File: src/rtl/mem_arbiter.sv
// Byte-serialising arbiter that shares one 8-bit RAM port between instruction fetch and the MEM stage.
// MEM has fixed priority; once a transaction is accepted it runs to completion, unless IF aborts its own read.
module mem_arbiter #(
   parameter int                    ADDR_WIDTH = 32,
   parameter logic [ADDR_WIDTH-1:0] IO_BASE    = ADDR_WIDTH'(32'h00030000)
) (
   input  logic                  clk,
   input  logic                  rst,
   input  logic                  if_req_i,
   input  logic [ADDR_WIDTH-1:0] if_addr_i,
   input  logic                  if_abort_i,
   input  logic                  mem_req_i,
   input  logic                  mem_we_i,
   input  logic [1:0]            mem_len_i,
   input  logic [ADDR_WIDTH-1:0] mem_addr_i,
   input  logic [31:0]           mem_wdata_i,
   input  logic [7:0]            mem_din_i,
   input  logic                  io_buffer_full_i,
   output logic                  if_done_o,
   output logic [31:0]           if_data_o,
   output logic                  mem_done_o,
   output logic [31:0]           mem_data_o,
   output logic [ADDR_WIDTH-1:0] mem_a_o,
   output logic [7:0]            mem_dout_o,
   output logic                  mem_wr_o
);

   typedef enum logic [1:0] {IDLE = 2'd0, READ = 2'd1, WRITE = 2'd2, DONE = 2'd3} state_t;

   state_t                state_q, state_d;
   logic                  owner_q, owner_d;    // 1 = MEM, 0 = IF
   logic [ADDR_WIDTH-1:0] addr_q, addr_d;
   logic [31:0]           wdata_q, wdata_d;
   logic [2:0]            len_q, len_d;
   logic [2:0]            cnt_q, cnt_d;
   logic [31:0]           rbuf_q, rbuf_d;
   logic                  if_done_q, if_done_d;
   logic [31:0]           if_data_q, if_data_d;
   logic                  mem_done_q, mem_done_d;
   logic [31:0]           mem_data_q, mem_data_d;
   logic [ADDR_WIDTH-1:0] mem_a_q, mem_a_d;
   logic [7:0]            mem_dout_q, mem_dout_d;
   logic                  mem_wr_q, mem_wr_d;

   logic [2:0]            mem_n_s;
   logic [ADDR_WIDTH-1:0] wr_base_s, wr_addr_s, rd_addr_s;
   logic [31:0]           wr_data_s, rd_word_s;
   logic [2:0]            wr_idx_s;
   logic [7:0]            wr_byte_s;
   logic [1:0]            cap_idx_s;
   logic                  stall_s;

   // Byte count, the next store byte (on the accept edge it comes straight from the inputs) and the read word being assembled.
   always_comb begin
      case (mem_len_i)
         2'b00:   mem_n_s = 3'd1;
         2'b01:   mem_n_s = 3'd2;
         default: mem_n_s = 3'd4;
      endcase
      wr_base_s = (state_q == IDLE) ? mem_addr_i  : addr_q;
      wr_data_s = (state_q == IDLE) ? mem_wdata_i : wdata_q;
      wr_idx_s  = (state_q == IDLE) ? 3'd0        : cnt_q;
      wr_addr_s = wr_base_s + {{(ADDR_WIDTH-3){1'b0}}, wr_idx_s};
      wr_byte_s = wr_data_s[{wr_idx_s[1:0], 3'b000} +: 8];
      stall_s   = (wr_addr_s >= IO_BASE) && io_buffer_full_i;
      rd_addr_s = addr_q + {{(ADDR_WIDTH-3){1'b0}}, cnt_q};
      cap_idx_s = 2'(cnt_q - 3'd2);
      rd_word_s = rbuf_q;
      if (cnt_q >= 3'd2) begin
         rd_word_s[{cap_idx_s, 3'b000} +: 8] = mem_din_i;
      end else begin
         rd_word_s = rbuf_q;
      end
   end

   // Next-state and next-output logic.
   always_comb begin
      state_d    = state_q;
      owner_d    = owner_q;
      addr_d     = addr_q;
      wdata_d    = wdata_q;
      len_d      = len_q;
      cnt_d      = cnt_q;
      rbuf_d     = rbuf_q;
      if_done_d  = 1'b0;
      if_data_d  = if_data_q;
      mem_done_d = 1'b0;
      mem_data_d = mem_data_q;
      mem_a_d    = mem_a_q;
      mem_dout_d = mem_dout_q;
      mem_wr_d   = 1'b0;
      case (state_q)
         IDLE: begin
            if (mem_req_i) begin
               owner_d = 1'b1;
               addr_d  = mem_addr_i;
               wdata_d = mem_wdata_i;
               len_d   = mem_n_s;
               rbuf_d  = 32'd0;
               mem_a_d = mem_addr_i;
               if (mem_we_i) begin
                  state_d    = WRITE;
                  mem_dout_d = wr_byte_s;
                  mem_wr_d   = !stall_s;
                  cnt_d      = stall_s ? 3'd0 : 3'd1;
               end else begin
                  state_d = READ;
                  cnt_d   = 3'd1;
               end
            end else if (if_req_i && !if_abort_i) begin
               owner_d = 1'b0;
               addr_d  = if_addr_i;
               len_d   = 3'd4;
               rbuf_d  = 32'd0;
               mem_a_d = if_addr_i;
               state_d = READ;
               cnt_d   = 3'd1;
            end else begin
               state_d = IDLE;
            end
         end
         READ: begin
            if (!owner_q && if_abort_i) begin
               state_d = IDLE;
               cnt_d   = 3'd0;
               rbuf_d  = 32'd0;
            end else begin
               if (cnt_q < len_q) begin
                  mem_a_d = rd_addr_s;
               end else begin
                  mem_a_d = mem_a_q;
               end
               rbuf_d = rd_word_s;
               if (cnt_q == len_q + 3'd1) begin
                  state_d = DONE;
                  cnt_d   = 3'd0;
                  if (owner_q) begin
                     mem_done_d = 1'b1;
                     mem_data_d = rd_word_s;
                  end else begin
                     if_done_d = 1'b1;
                     if_data_d = rd_word_s;
                  end
               end else begin
                  cnt_d = cnt_q + 3'd1;
               end
            end
         end
         WRITE: begin
            if (cnt_q == len_q) begin
               mem_done_d = 1'b1;
               state_d    = DONE;
               cnt_d      = 3'd0;
            end else begin
               // A stalled I/O byte keeps its index so it is written exactly once.
               mem_a_d    = wr_addr_s;
               mem_dout_d = wr_byte_s;
               mem_wr_d   = !stall_s;
               cnt_d      = stall_s ? cnt_q : cnt_q + 3'd1;
            end
         end
         DONE: begin
            state_d = IDLE;
         end
         default: begin
            state_d = IDLE;
         end
      endcase
   end

   // State and output registers with synchronous active-low reset.
   always_ff @(posedge clk) begin
      if (!rst) begin
         state_q    <= IDLE;
         owner_q    <= 1'b0;
         addr_q     <= '0;
         wdata_q    <= 32'd0;
         len_q      <= 3'd0;
         cnt_q      <= 3'd0;
         rbuf_q     <= 32'd0;
         if_done_q  <= 1'b0;
         if_data_q  <= 32'd0;
         mem_done_q <= 1'b0;
         mem_data_q <= 32'd0;
         mem_a_q    <= '0;
         mem_dout_q <= 8'd0;
         mem_wr_q   <= 1'b0;
      end else begin
         state_q    <= state_d;
         owner_q    <= owner_d;
         addr_q     <= addr_d;
         wdata_q    <= wdata_d;
         len_q      <= len_d;
         cnt_q      <= cnt_d;
         rbuf_q     <= rbuf_d;
         if_done_q  <= if_done_d;
         if_data_q  <= if_data_d;
         mem_done_q <= mem_done_d;
         mem_data_q <= mem_data_d;
         mem_a_q    <= mem_a_d;
         mem_dout_q <= mem_dout_d;
         mem_wr_q   <= mem_wr_d;
      end
   end

   assign if_done_o  = if_done_q;
   assign if_data_o  = if_data_q;
   assign mem_done_o = mem_done_q;
   assign mem_data_o = mem_data_q;
   assign mem_a_o    = mem_a_q;
   assign mem_dout_o = mem_dout_q;
   assign mem_wr_o   = mem_wr_q;

endmodule

File: config.mk
export PLATFORM = sky130hd
export DESIGN_NAME = mem_arbiter
export DESIGN_NICKNAME = d
export VERILOG_FILES = /design/src/rtl/mem_arbiter.sv
export SDC_FILE = /design/constraint.sdc
export NUM_CORES = 1
export LEC_CHECK = 0
export ABC_CLOCK_PERIOD_IN_PS = 16700
export CAP_MARGIN = 20
export CORE_MARGIN = 10
export CORE_UTILIZATION = 35
export DETAILED_ROUTE_END_ITERATION = 10
export PLACE_DENSITY_LB_ADDON = 0.1
export SYNTH_ARGS = -nofsm -noshare
export SYNTH_HDL_FRONTEND = slang
export SYNTH_SLANG_ARGS = --single-unit
File: constraint.sdc
create_clock -name clk -period 16.7 [get_ports clk]
set_input_delay 2.505 -clock clk [delete_from_list [all_inputs] [get_ports clk]]
set_output_delay 2.505 -clock clk [all_outputs]
set_load 0.02 [all_outputs]
== Yosys cells after proc, flatten, opt, wreduce, memory -nomap -nowiden ==
Index checks and enable logic that the tools add are counted.
Widths: inputs -> output; s select.
Word-level totals
  register bits: 212
  bits in latches: 0
  bits in writable memories: 0
  memory bits (read-only): 0
  input port bits: 113
  output and inout port bits: 107
  logic and storage cells: 118
  memories kept: 0
Operators by class
  add/subtract/negate cells: 6
  multiply operators: 0
  divide/modulo/power cells: 0
  $lt $le $gt $ge: 3
  equality and inequality tests: 15
  shift operators: 3
  mux-type cells: 50
  bitwise operators: 5
  reductions and logical operators: 22
Operators with widths (count)
  $mux 32: 11
  $pmux 32 s3: 1
  $add 32x3->32: 2
  $pmux 32 s2: 1
  $bwmux 32: 1
  $ge 32x18->1 const B: 1
  $shift 8x7->32 const A: 1
  $shiftx 32x6->8: 1
  $shiftx 8x7->32: 1
  $mux 3: 9
  $mux 8: 3
  $pmux 8 s2: 1
  $mux 1: 13
  $ne 2x2->1 const B: 6
  $reduce_and 4->1: 3
  $mux 2: 5
  $pmux 3 s3: 1
  $pmux 2 s4: 1
  $reduce_and 2->1: 4
  $neg 5->7: 1
  $add 3x1->3 const B: 2
  $eq 3x3->1: 2
  $ne 3x3->1 const B: 2
  $pmux 3 s2: 1
  other kinds (16): 30

== Logic depth before layout (Yosys ltp) ==
Gate-level depths: netlist of run 1.
  depth after elaboration: 9
  depth in mapped cells: 21
  mapped depth without buffers: 14

== Worst setup path before layout of run 1 ==
No wires, ideal clock.
  path type: input to register
  from: in mem_addr_i[0]
  to: reg cnt_q[0]
  library setup time: 0.117 ns
  data arrival time: 5.490 ns
  data required time: 16.583 ns
  path slack: 11.092 ns
  stages: 12
  path buffers: 0
  cells stage by stage: mux2_2 ha_1 fa_1 a21oi_1 a211oi_4 nand3_2 nor4b_2 or3b_2 a2111oi_2 nand3_2 a311o_1 a32o_1
Between the ends
  cells in the longest elaborated chain, start to end: 8
  elaborated cells between the ends (all ways): 10
  those cells by class: 1 x add/sub; 1 x order compare; 1 x eq/ne; 5 x mux; 2 x reduce/logical
RTL lines
  start, declared: line 15  | input logic [ADDR_WIDTH-1:0] mem_addr_i,
  $mux 32 *: line 60  | wr_base_s = (state_q == IDLE) ? mem_addr_i : addr_q;
  $add 32x3->32 *: line 63  | wr_addr_s = wr_base_s + {{(ADDR_WIDTH-3){1'b0}}, wr_idx_s};
  $ge 32x18->1 *: line 65  | stall_s = (wr_addr_s >= IO_BASE) && io_buffer_full_i;
  $logic_and 1x1->1 *: line 65
  $mux 1: line 105  | cnt_d = stall_s ? 3'd0 : 3'd1;
  $mux 1: line 101  | if (mem_we_i) begin
  $mux 3: line 94  | if (mem_req_i) begin
  $pmux 3 s3: line 92  | case (state_q)
  end signal, assigned: line 194  | cnt_q <= cnt_d;
  end, declared: line 35  | logic [2:0] cnt_q, cnt_d;
Every way passes the cells marked *; elsewhere a longest branch is shown, timed or not.
A chain may end at the register's enable or synchronous reset.

== Final worst setup path of run 1 ==
Ends and elaborated chain as after synthesis.

==> results of run 1 <==
cell families after synthesis:
group,share of synthesized area (%)
fa+ha+maj,2.52
buf+inv,4.37
mux,7.16
flops,35.4
xor+xnor,5.11
compound gates,16.3
simple gates,29.1
critical path, stage by stage:
cell and delay [ns]:
sky130_fd_sc_hd__clkdlybuf4s50_1 0.46, sky130_fd_sc_hd__mux2_2 0.28, sky130_fd_sc_hd__ha_1 0.21, sky130_fd_sc_hd__fa_1 0.40
sky130_fd_sc_hd__a21oi_1 0.33, sky130_fd_sc_hd__a211oi_4 0.10, sky130_fd_sc_hd__nand3_2 0.20, sky130_fd_sc_hd__nor4b_2 0.10
sky130_fd_sc_hd__or3b_2 0.50, sky130_fd_sc_hd__a2111oi_2 0.36, sky130_fd_sc_hd__nand3_2 0.18, sky130_fd_sc_hd__a311o_1 0.39
sky130_fd_sc_hd__a32o_1 0.27
synthesized netlist by cell type, types with 36 or more instances:
master / n
sky130_fd_sc_hd__a21boi_0: 36
sky130_fd_sc_hd__o21ai_0: 49
sky130_fd_sc_hd__xnor2_1: 44
sky130_fd_sc_hd__nor3b_1: 69
sky130_fd_sc_hd__mux2i_1: 61
sky130_fd_sc_hd__clkbuf_1: 96
sky130_fd_sc_hd__nand2_1: 219
sky130_fd_sc_hd__nor2b_1: 80
sky130_fd_sc_hd__dfxtp_1: 212
sky130_fd_sc_hd__nor3_1: 38
sky130_fd_sc_hd__a22oi_1: 37
sky130_fd_sc_hd__nor2_1: 160
sky130_fd_sc_hd__nand3_1: 44
power groups by stage:
stage          Sequential [mW]  Clock, mW  Combinational (mW)
2_1_floorplan            0.737          0               0.735
3_3_place_gp             0.702          0                1.14
3_5_place_dp             0.705          0                1.15
4_1_cts                  0.695      0.546                1.15
5_1_grt                  0.709      0.564                1.26
6_report                 0.695      0.530                1.14
cells in the final DEF (no fill, tap or decap), types with 19 or more instances in the layout:
master	Yosys	routed
sky130_fd_sc_hd__a21boi_0	36	36
sky130_fd_sc_hd__a21oi_1	35	35
sky130_fd_sc_hd__a221oi_1	30	30
sky130_fd_sc_hd__a22oi_1	37	37
sky130_fd_sc_hd__and2_1	22	22
sky130_fd_sc_hd__buf_4	0	20
sky130_fd_sc_hd__clkbuf_16	0	25
sky130_fd_sc_hd__clkdlybuf4s50_1	0	217
sky130_fd_sc_hd__dfxtp_1	212	212
sky130_fd_sc_hd__ha_1	21	19
sky130_fd_sc_hd__mux2i_1	61	61
sky130_fd_sc_hd__nand2_1	219	219
sky130_fd_sc_hd__nand3_1	44	42
sky130_fd_sc_hd__nor2_1	160	160
sky130_fd_sc_hd__nor2b_1	80	79
sky130_fd_sc_hd__nor3_1	38	36
sky130_fd_sc_hd__nor3b_1	69	69
sky130_fd_sc_hd__o211a_1	26	26
sky130_fd_sc_hd__o21ai_0	49	48
sky130_fd_sc_hd__xnor2_1	44	44
sky130_fd_sc_hd__xor2_1	26	26
registers in the layout, indices dropped and copies added, names as in the netlist, 2 cells and up:
name and flops:
mem_dout_o 8, mem_a_o 32, wdata_q 32, len_q 3, addr_q 32, state_q 2, mem_data_o 32, rbuf_q 32
if_data_o 32, cnt_q 3
metal layers:
layer  track usage, %  share of wire (%)  vias up
met5                0              0.034        -
met4             2.73                1.1        2
met3             3.57                5.7       42
met2             27.6                 45      240
met1             24.6                 48     5099
li1                 -                  -     5462
worst paths after layout:
check | startpoint | endpoint | slack [ns] | depth (start not counted)
worst max-delay path | mem_addr_i[0] | cnt_q[0] | 10.83 | 13
worst min-delay path | mem_a_o[25] | mem_a_o[25] | 0.46 | 2
worst max register to register | state_q[0] | cnt_q[0] | 11.55 | 15
worst min register to register | mem_a_o[25] | mem_a_o[25] | 0.46 | 2
cell type report:
| cell class | instances | area [um^2] | share of cell area, % |
|---|---|---|---|
| Multi-Input combinational cell | 1133 | 7270 | 47.5 |
| Sequential cell | 212 | 4240 | 27.8 |
| Timing Repair Buffer | 240 | 2380 | 15.6 |
| Clock buffer | 36 | 707 | 4.62 |
| Tap cell | 448 | 561 | 3.67 |
| Clock inverter | 5 | 67.6 | 0.442 |
| Inverter | 14 | 52.6 | 0.344 |
| Antenna cell | 2 | 5.00 | 0.0327 |
through the flow:
stage	hold WS, ns	total power [mW]	cell area (um^2)	util, %	setup WS [ns]
floorplan	0.440	1.47	12000	-	11.09
global placement	0.449	1.85	14500	42.9	10.33
detailed placement	0.455	1.85	14500	42.9	10.27
CTS	0.463	2.39	15200	45.2	10.83
global route	0.491	2.53	15300	45.4	10.68
finish	0.459	2.37	15300	45.4	10.83
==> impl_metrics.ini, run 1 <==
[status]
status = completed

[clock_network]
numCtsBuffers = 25
postCtsHoldBufs = 0
post-cts-setup-buffers = 0
clkLatencyLatePin_ns = 0.55
cts_resized = 0
clock-sinks = 212
clk_root_buffer_cell = sky130_fd_sc_hd__clkbuf_16
cts-root-to-sink-buffers = 3
clkSlewWorstSetupHoldPaths_ns = 0.06
tritoncts = built
maximum_level_of_the_cts_h_tree = 1

[power]
p_leak_nw = 5.88
comb_power_share_pct = 48.3
switchingPower_mw = 0.987
share_clk_of_total_power_pct = 22.4
p_int_mw = 1.38
p_per_area_mw_per_mm2 = 155
ir_worst_vdd_uv = 94.9
swShare_pct = 41.7
pwr-share-seq_pct = 29.3

[route]
routedWlPerCell_um = 18.4
detailedRoute.firstIterationViolations = 651
route.detailed.vias_per_inst = 5.19
detailroute.via_count = 10800
drt_wl_total_mm = 38.4
postRouteAntennaNets = 0
drtPass1Iterations = 6
post-route-drc-count = 0

[floorplan]
floorplan.initialDensity_pct = 35.6
die-width_um = 205
design.portCount = 220
die_area_mm2 = 0.0421
rows = 67
die_height_um = 205
core_area_mm2 = 0.0337

[sta]
fin_crit_sh_pct = 35.2
final.setup.tns_ns = 0
setup_viol_count_final = 0
timing.fmax_mhz = 170
hold_viol = 0
rsz0062_at_grt = false
worst_slew_pin_tran_ns = 1.03
timing.slew.headroom_pct = 30.9
finalMaxSlewViolations = 0
final_skew_ns = 0.0118
fin_crit_ns = 5.87

[synthesis]
largest_area_contributor_in_the_netlist = sky130_fd_sc_hd__dfxtp_1
synth.area.top_cells = sky130_fd_sc_hd__dfxtp_1, sky130_fd_sc_hd__nand2_1, sky130_fd_sc_hd__mux2i_1
netlist_area_mm2 = 0.0120
async_reset_ff_share_pct = 0
yosysWarningCount = 0
synth_fp_nets = 1612
ys_types = 66
synth_edf_count = 0
dominantRegCellSynth = sky130_fd_sc_hd__dfxtp_1
synth.avg_cell_area_um2 = 8.13
syn-instance-count = 1476
synth.yosys.seq_area_share_pct = 35.4
netlist.area_leader.share_pct = 35.4
ys_seq_elements = 212

[global_routing]
antenna_found_initial = 2
grt_pass1_wl_mm = 60.5
overflow = 0
groute.usage.overall_pct = 17.6
grt_pass1_vias = 10700
pin_count_of_the_biggest_net_entering_global_routing = 126

[setup_path]
setup.worst_path.class = in -> reg
type_of_element_launching_the_critical_path = input pin
worst_ep_arrival_time_ns = 6.30
cp_max_fo = 6
end_kind = register
worst_ep_required_time_ns = 17.13

[finish]
layout.filler_cells = 3436
drive_gt1_share_pct = 5.61
synthToLayoutAreaGrowth_pct = 27.5
instances_no_fill = 2090
design.final.nets = 1762

[place]
dp_hpwl_mm = 27.4
placement.io_buffers = 219
placed_cells = 2045
gpl.final_weighted_congestion = 0.856

[worst_hold_path]
timing.hold.worst.class = reg -> reg

[flow_run]
cap_viol_max_count = 0
(Power assumes the default switching activity.)
==> run 2: changes to the inputs <==
--- a/config.mk
+++ b/config.mk
@@ -5,7 +5,7 @@
 export SDC_FILE = /design/constraint.sdc
 export NUM_CORES = 1
 export LEC_CHECK = 0
-export ABC_CLOCK_PERIOD_IN_PS = 16700
+export ABC_CLOCK_PERIOD_IN_PS = 6110
 export CAP_MARGIN = 20
 export CORE_MARGIN = 10
 export CORE_UTILIZATION = 35
==> constraint.sdc (replaced) <==
create_clock -name clk -period 6.11 [get_ports clk]
set_input_delay 0.9165 -clock clk [delete_from_list [all_inputs] [get_ports clk]]
set_output_delay 0.9165 -clock clk [all_outputs]
set_load 0.02 [all_outputs]
==> run 2 against run 1 <==
  * Clock skew up 0.0056 ns
  * Clock power rose to 3.1 times the previous value
  * Flip-flop and latch count unchanged
  * Critical path depth up 1
  * Power rose to 2.8 times the previous value
  * Die area unchanged
  * Non-clock buffer count unchanged
  * Wire length up 0.40%
  * Final area up 0.71%
  * First-iteration DRC count up 6.8%
  * Final cell count up 0.19%
  * Largest cell class unchanged
  * Sequential power rose to 2.7 times the previous value
==> impl_metrics.ini, run 2 (synthesized netlist as in run 1, its figures left out) <==
[status]
status = completed

[setup_path]
setup.worst_path.start = state_q[0]
crit_end = cnt_q[0]
end_kind = register
depth_of_the_worst_register_to_register_path = 14
type_of_element_launching_the_critical_path = register
reg_to_reg_critical_path_endpoint = cnt_q[0]
worst_ep_required_time_ns = 6.55
reg2reg_slack_ns = 1.55
worst_ep_arrival_time_ns = 4.99
setup.worst_path.class = reg -> reg
cp_max_fo = 37
rr_startpoint = state_q[0]

[sta]
worst_slew_pin_tran_ns = 0.934
fin_crit_sh_pct = 74.6
finalMaxSlewViolations = 0
final.setup.tns_ns = 0
timing.slew.headroom_pct = 37.3
fin_crit_ns = 4.56
rsz0062_at_grt = false
hold_viol = 0
final_skew_ns = 0.0174
timing.fmax_mhz = 219
setup_viol_count_final = 0

[power]
ir_worst_vdd_uv = 245
swShare_pct = 40.5
switchingPower_mw = 2.69
comb_power_share_pct = 46.9
p_leak_nw = 5.93
p_per_area_mw_per_mm2 = 432
share_clk_of_total_power_pct = 24.6
p_int_mw = 3.96
pwr-share-seq_pct = 28.5

[clock_network]
clk_root_buffer_cell = sky130_fd_sc_hd__clkbuf_16
clkLatencyLatePin_ns = 0.55
clock-sinks = 212
cts-root-to-sink-buffers = 3
post-cts-setup-buffers = 0
clkSlewWorstSetupHoldPaths_ns = 0.06
maximum_level_of_the_cts_h_tree = 1
cts_resized = 0
numCtsBuffers = 26
postCtsHoldBufs = 0
tritoncts = built

[global_routing]
groute.usage.overall_pct = 17.8
pin_count_of_the_biggest_net_entering_global_routing = 90
grt_pass1_wl_mm = 61.1
grt_pass1_vias = 10800
overflow = 0
antenna_found_initial = 3

[route]
route.detailed.vias_per_inst = 5.24
routedWlPerCell_um = 18.4
postRouteAntennaNets = 0
detailroute.via_count = 11000
drtPass1Iterations = 7
drt_wl_total_mm = 38.6
detailedRoute.firstIterationViolations = 695
post-route-drc-count = 0

[floorplan]
core_area_mm2 = 0.0337
design.portCount = 220
die-width_um = 205
die_height_um = 205
rows = 67
die_area_mm2 = 0.0421
floorplan.initialDensity_pct = 35.6

[finish]
leading_cell_type_in_the_layout_fill_and_taps_excluded = sky130_fd_sc_hd__nand2_1
design.final.nets = 1763
drive_gt1_share_pct = 5.90
synthToLayoutAreaGrowth_pct = 28.4
layout.core_utilization_pct = 45.7
mostFrequentLayoutCells = sky130_fd_sc_hd__nand2_1, sky130_fd_sc_hd__clkdlybuf4s50_1, sky130_fd_sc_hd__dfxtp_1

[place]
gpl.final_weighted_congestion = 0.867
dp_hpwl_mm = 27.5
placement.io_buffers = 219

[flow_run]
cap_viol_max_count = 0

[worst_hold_path]
min-delay-start = mem_a_o[25]
timing.hold.worst.class = reg -> reg
run 2: power groups by stage:
stage	Clock [mW]	Sequential, mW	Combinational, mW
finish	1.64	1.90	3.12
global route	1.74	1.94	3.44
CTS	1.68	1.90	3.14
detailed placement	0	1.92	3.13
global placement	0	1.92	3.12
floorplan	0	2.01	2.01
run 2: worst min path at each step:
stage          cells after the start          end
2_1_floorplan                      2  wdata_q[16]
5_1_grt                            2   wdata_q[1]
6_report                           2  mem_a_o[25]
3_5_place_dp                       2  wdata_q[24]
3_3_place_gp                       2  mem_a_o[25]
4_1_cts                            2  wdata_q[24]
run 2: metal layers:
metal / GRT usage [%] / up-vias / routed length [um]
met5: 0 / - / 27
met2: 27.7 / 258 / 17000
met3: 3.90 / 43 / 2460
li1: - / 5469 / -
met4: 3.36 / 4 / 510
met1: 24.8 / 5191 / 18600
run 2: cell type report:
type | count | area [um^2]
Antenna cell | 1 | 2.50
Clock buffer | 39 | 759
Clock inverter | 7 | 146
Fill cell | 3418 | 18300
Inverter | 14 | 52.6
Multi-Input combinational cell | 1133 | 7270
Sequential cell | 212 | 4240
Tap cell | 448 | 561
Timing Repair Buffer | 240 | 2360
run 2: critical path, stage by stage (launching register included):
cell	delay [ns]
sky130_fd_sc_hd__dfxtp_1	0.34
sky130_fd_sc_hd__inv_1	0.19
sky130_fd_sc_hd__ha_4	0.46
sky130_fd_sc_hd__mux2_2	0.39
sky130_fd_sc_hd__ha_1	0.21
sky130_fd_sc_hd__fa_1	0.41
sky130_fd_sc_hd__a21oi_1	0.34
sky130_fd_sc_hd__a211oi_4	0.10
sky130_fd_sc_hd__nand3_2	0.20
sky130_fd_sc_hd__nor4b_2	0.09
sky130_fd_sc_hd__or3b_2	0.50
sky130_fd_sc_hd__a2111oi_2	0.38
sky130_fd_sc_hd__nand3_2	0.18
sky130_fd_sc_hd__a311o_1	0.39
sky130_fd_sc_hd__a32o_1	0.27
run 2: metrics by stage:
step | instances | hold WS (ns) | power (mW) | instance area [um^2] | setup WS (ns)
2_1_floorplan | 1476 | 0.440 | 4.02 | 12000 | 0.887
5_1_grt | 2093 | 0.487 | 7.13 | 15400 | 1.35
3_3_place_gp | 2046 | 0.445 | 5.04 | 14500 | 1.32
4_1_cts | 2092 | 0.466 | 6.72 | 15400 | 1.60
6_report | 2094 | 0.461 | 6.65 | 15400 | 1.55
3_5_place_dp | 2046 | 0.458 | 5.05 | 14500 | 1.27
==> run 3: changes to the inputs <==
--- a/config.mk
+++ b/config.mk
@@ -5,7 +5,7 @@
 export SDC_FILE = /design/constraint.sdc
 export NUM_CORES = 1
 export LEC_CHECK = 0
-export ABC_CLOCK_PERIOD_IN_PS = 6110
+export ABC_CLOCK_PERIOD_IN_PS = 3660
 export CAP_MARGIN = 20
 export CORE_MARGIN = 10
 export CORE_UTILIZATION = 35
==> constraint.sdc (replaced) <==
create_clock -name clk -period 3.66 [get_ports clk]
set_input_delay 0.549 -clock clk [delete_from_list [all_inputs] [get_ports clk]]
set_output_delay 0.549 -clock clk [all_outputs]
set_load 0.02 [all_outputs]
==> run 3 against run 2 <==
  * Global-route usage grew 0.20 points
  * Largest power group unchanged
  * Critical path depth grew 1
  * Wire length grew 2.3%
  * Count of clock-buffer cells in the layout shrank 2
  * Sequential share of layout area shrank 0.78 points
  * Highest routed layer is now met4
  * Non-clock buffer count grew 53
  * Clock power grew 56%
==> impl_metrics.ini, run 3 (synthesized netlist as in run 1, its figures left out) <==
[sta]
finalMaxSlewViolations = 0
worst_hold_slack_ns = 0.460
fin_crit_ns = 3.53
setup_viol_count_final = 0
fin_crit_sh_pct = 96.5
setup_ws_ns = 0.127
final.setup.tns_ns = 0
timing.fmax_mhz = 283
worst_slew_pin_tran_ns = 0.811
timing.slew.headroom_pct = 45.8
hold_viol = 0
final_skew_ns = 0.00864

[clock_network]
clk_root_buffer_cell = sky130_fd_sc_hd__clkbuf_16
cts-root-to-sink-buffers = 3
clock-sinks = 212
tritoncts = built
postCtsHoldBufs = 0
clkSlewWorstSetupHoldPaths_ns = 0.06
numCtsBuffers = 25
clkLatencyLatePin_ns = 0.53
maximum_level_of_the_cts_h_tree = 1

[place]
detailedPlace.worstSlack_ns = -0.274
placement.io_buffers = 219
placed_cells = 2093
dp_hpwl_mm = 28.5
gpl.final_weighted_congestion = 0.872

[floorplan]
design.portCount = 220
die-width_um = 205
core_area_mm2 = 0.0337
floorplan.initialDensity_pct = 35.6
die_height_um = 205
die_area_mm2 = 0.0421
rows = 67

[global_routing]
overflow = 0
grt.met2_usage_pct = 28.4
gr-max-usage-layer = met2
pin_count_of_the_biggest_net_entering_global_routing = 93
grt_util_met3_pct = 3.84
grt_pass1_wl_mm = 62.0
groute.usage.overall_pct = 18.0
grt_util_met1_pct = 24.9
antenna_found_initial = 2
grt_pass1_vias = 11000

[setup_path]
reg2reg_slack_ns = 0.13
critPathMaxStageDelay_ns = 0.40
type_of_element_launching_the_critical_path = register
path_cells = inv_4 > ha_4 > mux2_4 > ha_4 > fa_2 > a21oi_4 > a211oi_4 > nand3_4 > nor4b_4 > or3b_4 > a2111oi_4 > nand3_2 > a311o_1 > buf_4 > mux2i_1
crit_path_top_delay_cell = sky130_fd_sc_hd__or3b_4
worst_ep_arrival_time_ns = 3.95
cp_max_fo = 8
cpMostUsedCell = sky130_fd_sc_hd__ha_4
reg_to_reg_critical_path_endpoint = cnt_q[1]
end_kind = register
rr_startpoint = state_q[0]
crit_end = cnt_q[1]
worst_ep_required_time_ns = 4.08
setup.worst_path.start = state_q[0]
setup.worst_path.class = reg -> reg
depth_of_the_worst_register_to_register_path = 15

[route]
route.detailed.vias_per_inst = 5.18
detailroute.via_count = 11100
drt_wl_total_mm = 39.5
post-route-drc-count = 0
postRouteAntennaNets = 0
routedWlPerCell_um = 18.4
drtPass1Iterations = 5
detailedRoute.firstIterationViolations = 718

[finish]
layout.filler_cells = 3343
instances_no_fill = 2144
ff_latch_area_mm2 = 0.00425
mostFrequentLayoutCells = sky130_fd_sc_hd__nand2_1, sky130_fd_sc_hd__clkdlybuf4s50_1, sky130_fd_sc_hd__dfxtp_1
synthToLayoutAreaGrowth_pct = 32.2
total_area_of_multi_input_combinational_cells_mm2 = 0.00736
drive_gt1_share_pct = 9.56
leading_cell_type_in_the_layout_fill_and_taps_excluded = sky130_fd_sc_hd__nand2_1
design.final.nets = 1815

[worst_hold_path]
timing.hold.worst.class = reg -> reg

[power]
report.power.total_mw = 11.3
swShare_pct = 40.9
pwr-share-seq_pct = 28.3
comb_power_share_pct = 48.9
ir_worst_vdd_uv = 644
p_per_area_mw_per_mm2 = 710
p_leak_nw = 6.19
p_int_mw = 6.65
share_clk_of_total_power_pct = 22.8
switchingPower_mw = 4.60

[status]
status = completed

[flow_run]
cap_viol_max_count = 0
run 3: cell count changes in the layout (fill, tap and decap cells not counted), sizes merged:
| cell | previous run | this run |
|---|---|---|
| buf | 23 | 76 |
| bufinv | 4 | 2 |
| clkbuf | 39 | 37 |
| clkinv | 4 | 3 |
| clkinvlp | 0 | 1 |
| inv | 13 | 14 |
run 3: critical path, delay by kind of cell, from the launching register on:
kind | cells | cell delay (ns)
compound gates | 4 | 0.88
fa+ha+maj | 3 | 0.77
buf+inv | 2 | 0.25
flops | 1 | 0.35
mux | 2 | 0.42
simple gates | 4 | 0.74
run 3: area by class of cell:
type,count,area share (%)
antenna,1,0.0158
clock buffer,37,4.73
clock inverter,6,0.568
inverter,14,0.363
multi-input combinational,1133,46.4
sequential,212,26.8
tap,448,3.53
timing repair buffer,293,17.6
run 3: power groups by stage:
stage          combinational [mW]  sequential, mW  clock, mW
2_1_floorplan                3.47            3.37          0
3_3_place_gp                 5.41            3.21          0
3_5_place_dp                 5.42            3.22          0
4_1_cts                      5.45            3.18       2.64
5_1_grt                      6.02            3.25       2.72
6_report                     5.51            3.18       2.56
run 3: per-layer routing:
metal	part of all wire (%)	up-vias	wire [um]
met3	5.5	40	2170
met5	0	-	0
met2	44	237	17500
li1	-	5549	-
met4	1.5	0	604
met1	49	5284	19200
run 3: per-stage QoR:
stage	area, um^2	util, %
floorplan	12100	-
global placement	14900	44.2
detailed placement	14900	44.2
CTS	15700	46.7
global route	15900	47.0
finish	15900	47.1
run 3: what timing repair did:
item	4_1_cts	5_1_grt
endpoints found under the setup margin	0	3
endpoints found under the hold margin	0	0
buffers inserted	0	6
gates resized for setup	0	12
run 3: worst min path at each step:
stage	to	slack [ns]	cells after the start	startpoint
2_1_floorplan	wdata_q[16]	0.44	2	wdata_q[16]
5_1_grt	wdata_q[4]	0.49	2	wdata_q[4]
6_report	mem_a_o[25]	0.46	2	mem_a_o[25]
3_3_place_gp	wdata_q[0]	0.45	2	wdata_q[0]
3_5_place_dp	mem_a_o[25]	0.45	2	mem_a_o[25]
4_1_cts	mem_a_o[25]	0.46	2	mem_a_o[25]
